==> src/rtl/paddle_pot_emu.sv <==
// Emulates a paddle pot RC charge: pot_o rises (pos << SCALE) ce ticks after discharge release.
// Latency: pos updates on the clk of a vs_i rising edge; pot_o is registered (1 clk after decision).
// Backpressure: none; dwn_i preempts any state and restarts the measurement.
module paddle_pot_emu #(
    parameter logic [7:0] POS_MIN   = 8'd16,
    parameter logic [7:0] POS_MAX   = 8'd240,
    parameter logic [7:0] POS_RESET = 8'd128,
    parameter logic [7:0] STEP      = 8'd2,
    parameter int         SCALE     = 3
) (
    input  logic       clk,
    input  logic       reset,
    input  logic       ce,
    input  logic       dwn_i,
    input  logic       vs_i,
    input  logic       btn_up,
    input  logic       btn_down,
    output logic       pot_o,
    output logic [7:0] pos_o
);

    typedef enum logic [1:0] {IDLE, DISCH, CHARGE, DONE} state_t;

    state_t      state, state_nx;
    logic [7:0]  pos, pos_nx;
    logic        vs_prev;
    logic        frame_stb;
    logic [15:0] cnt, cnt_nx;
    logic [15:0] target, target_nx;
    logic [15:0] pos_scaled;
    logic        pot_nx;
    logic [8:0]  pos_dec, pos_inc;

    assign frame_stb  = vs_i & ~vs_prev;
    assign pos_scaled = 16'(pos) << SCALE;
    assign pos_o      = pos;

    // 9-bit so that underflow shows up in bit 8 and overflow cannot wrap
    assign pos_dec = {1'b0, pos} - {1'b0, STEP};
    assign pos_inc = {1'b0, pos} + {1'b0, STEP};

    always_comb begin
        pos_nx = pos;
        if (frame_stb) begin
            if (btn_up && !btn_down) begin
                if (pos_dec[8] || (pos_dec < {1'b0, POS_MIN}))
                    pos_nx = POS_MIN;
                else
                    pos_nx = pos_dec[7:0];
            end else if (btn_down && !btn_up) begin
                if (pos_inc > {1'b0, POS_MAX})
                    pos_nx = POS_MAX;
                else
                    pos_nx = pos_inc[7:0];
            end
        end
    end

    always_comb begin
        state_nx  = state;
        cnt_nx    = cnt;
        target_nx = target;
        if (dwn_i) begin
            state_nx = DISCH;
            cnt_nx   = 16'd0;
        end else begin
            case (state)
                DISCH: begin
                    state_nx  = CHARGE;
                    target_nx = pos_scaled;
                    cnt_nx    = 16'd0;
                end
                CHARGE: begin
                    if (ce) begin
                        cnt_nx = cnt + 16'd1;
                        if ((cnt + 16'd1) == target)
                            state_nx = DONE;
                    end
                end
                default: ;
            endcase
        end
        pot_nx = (state_nx == IDLE) || (state_nx == DONE);
    end

    always_ff @(posedge clk) begin
        if (reset) begin
            state   <= IDLE;
            pot_o   <= 1'b1;
            pos     <= POS_RESET;
            cnt     <= 16'd0;
            target  <= 16'd0;
            vs_prev <= 1'b0;
        end else begin
            state   <= state_nx;
            pot_o   <= pot_nx;
            pos     <= pos_nx;
            cnt     <= cnt_nx;
            target  <= target_nx;
            vs_prev <= vs_i;
        end
    end

endmodule

==> config.mk <==
export PLATFORM = sky130hd
export DESIGN_NAME = paddle_pot_emu
export DESIGN_NICKNAME = d
export VERILOG_FILES = /design/src/rtl/paddle_pot_emu.sv
export SDC_FILE = /design/constraint.sdc
export NUM_CORES = 1
export LEC_CHECK = 0
export CAP_MARGIN = 20
export CORE_MARGIN = 5
export CORE_UTILIZATION = 59
export DETAILED_ROUTE_END_ITERATION = 8
export PLACE_DENSITY = 0.8
export SETUP_SLACK_MARGIN = 0.05
export SLEW_MARGIN = 20
export SYNTH_ARGS = -nofsm -noshare
export SYNTH_HDL_FRONTEND = slang
export SYNTH_SLANG_ARGS = --single-unit
==> constraint.sdc <==
create_clock -name clk -period 2.3 [get_ports clk]
set_input_delay 0.46 -clock clk [delete_from_list [all_inputs] [get_ports clk]]
set_output_delay 0.46 -clock clk [all_outputs]
set_load 0.1 [all_outputs]
==> metrics.csv <==
metric,value,unit
status,"complete, no violations",
path_clk_slew,0.07,ns
crit_path_max_fanout,11,
ioPinCount,16,
yosys.area.top_type,dfxtp_1,
yosys.area_share.simple,31.0,%
peakVddDrop,657,uV
via_per_inst,6.34,
post_cts_buffers,0,
hpwl,4400,um
drc,0,
ys_seq_area_share,27.5,%
rsz0062_at_grt,true,
setup_tns,0,ns
ys_top_cells_by_count,"44 x nor2_1, 34 x dfxtp_1, 21 x nand2_1",
grt.total_usage,23.6,%
timing.final.crit_period,2.18,ns
drt_iter0_markers,248,
crit_path_start,pos_o[1],
startpoint_type,flop,
crit_type,flop to flop,
drive_gt1_share,18.8,%
synth_seq_cells,34,
grt_pass1_vias,2144,
grt_pass1_wl,10300,um
final_cell_area,0.00281,mm^2
hold_class,flop to flop,
muxShareOfSynthArea,2.83,%
antenna_found_initial,0,
maxSlewHeadroom,54.6,%
area_growth,13.2,%
clock_latency,0.29,ns
fill_cells,325,
cp_num_buf_inv,0,
fin_skew,0.00552,ns
vias,2480,
core,0.00403,mm^2
num_rows,23,
grt_start_max_net_pins,22,
finalPower,1.45,mW
cts_sinks,34,
synth_flop_cell,dfxtp_1,
slowest_stage,dfxtp_4,
synth_top_area_share,27.5,%
cts_tree,built,
synth_top_family_by_area,simple AND/OR/NAND/NOR gates,
cts_hold_buf,0,
synthArstFlopShare,0,%
dieArea,0.00560,mm^2
maxCapViolations,0,
synth_adder_area_share,4.04,%
fp.dieW,74.8,um
fin_util,69.6,%
syn-num-nets,336,
crit_path_cell_trace,"ha_1, nor3b_1, a311o_1, a21oi_2, o211ai_1, o21a_1, a31o_2",
critical_path_arrival,2.36,ns
worst_pin_slew,0.677,ns
synth.distinct_cells,65,
synth_xor_area_share,4.24,%
routed_wl,6200,um
gp_congestion,0.961,
die_h,74.8,um
syn_area,0.00248,mm^2
powerDensity,517,mW/mm^2
min_from,target[4],
yosysMostFrequentCell,nor2_1,
critical-path-top-delay-family,compound AO/OA/AOI/OAI gates,
yosys_warnings,0,
synth_compound_area_share,22.7,%
htreeDepth,2,
crit_path_end_kind,flop,
maxSlewViolCount,0,
final-hold-violation-count,0,
cts_buffers,5,
critPathMaxStageDelay,0.38,ns
synthCells,321,
detail_route.wl_per_cell,15.9,um
nets,355,
max_freq,458,MHz
syn_area_per_cell,7.72,um^2
drt_pass1_iterations,5,
rr_startpoint,pos_o[1],
leakage,1.05,nW
cts_root_buf,clkbuf_8,
post_dp_cell_area,0.00268,mm^2
start_util,61.5,%
num_antenna_cells,0,
synth_edf_count,0,
crit_required,2.48,ns
min_period_over_period,94.8,%
grt-ovfl-total,0,
ys_top_cells_by_area,"dfxtp_1 27%, nor2_1 6.7%, a21oi_1 4.0%, ha_1 4.0%, o21ai_0 3.4%",
clock_path_buffers,2,
ant_nets,0,
port_buffers,14,
setup_violations,0,
-- metal layers --
metal	global-route usage [%]	share of wire [%]	up-vias
met5	0	0	-
li1	-	-	1209
met2	35.4	44	94
met4	5.93	0.85	0
met3	4.67	7.2	7
met1	34.7	48	1170
-- final timing paths --
kind / endpoint / slack, ns / cells past startpoint
worst max-delay path: pos_o[1] / 0.12 / 7
worst min-delay path: target[4] / 0.52 / 2
worst max register to register: pos_o[1] / 0.12 / 7
worst min register to register: target[4] / 0.52 / 2
-- layout make-up --
cell class                 count  area (um^2)  share of cell area [%]
clock buffer                   6         82.6                    2.94
clock inverter                 2         12.5                   0.446
tap                           50         62.6                    2.23
timing repair buffer          36          285                    10.2
sequential                    34          696                    24.8
multi-input combinational    254         1630                    58.2
inverter                       9         33.8                    1.20
-- stage by stage --
stage / hold slack (ns) / worst slack (ns) / std cells
floorplan: 0.469 / 0.111 / 321
global placement: 0.490 / 0.0897 / 383
detailed placement: 0.510 / 0.0545 / 383
CTS: 0.526 / 0.118 / 391
global route: 0.569 / -0.00812 / 391
finish: 0.521 / 0.119 / 391
-- cell families after synthesis --
group | count (synthesis)
AO/OA/AOI/OAI | 84
XOR/XNOR | 12
adder cells (fa/ha/maj) | 8
buffers and inverters | 33
flip-flops | 34
multiplexers | 7
other | 1
AND/OR/NAND/NOR | 142
-- placed cells by master (no fill, tap or decap), drive strengths merged, types with 5 or more instances in the layout --
| master | synthesis | final |
|---|---|---|
| xnor2 | 8 | 8 |
| clkdlybuf4s50 | 0 | 6 |
| nand3 | 14 | 14 |
| inv | 9 | 9 |
| a21oi | 20 | 20 |
| buf | 10 | 30 |
| dfxtp | 34 | 34 |
| a31oi | 5 | 5 |
| clkbuf | 13 | 6 |
| ha | 8 | 8 |
| nor4 | 7 | 7 |
| nor4b | 5 | 5 |
| nand3b | 6 | 6 |
| nor2 | 44 | 44 |
| nand4 | 5 | 5 |
| mux2i | 7 | 7 |
| nor3 | 6 | 6 |
| nand2 | 21 | 21 |
| o21ai | 20 | 20 |
| and3 | 5 | 5 |
-- sequential cells by signal, indices dropped and copies added, names as in the netlist --
signal,count
cnt,16
pos_o,7
pot_o,1
state,2
target,7
vs_prev,1
-- worst reg2reg max path: cells and delay by family, from the launching register on --
kind            cells  cell delay (ns)
simple gates        1             0.15
fa+ha+maj           1             0.25
flops               1             0.38
compound gates      5             1.30
-- power breakdown --
part | leakage, nW | switching (mW) | internal [mW]
Combinational | 0.718 | 0.228 | 0.121
Clock | 0.0472 | 0.226 | 0.241
Sequential | 0.280 | 0.0265 | 0.607
-- what timing repair did --
action,CTS,global route
gates resized for setup,1,7
setup endpoints to repair,1,6
pin swaps,0,3
Note: power is estimated with default switching activity, not from simulation.
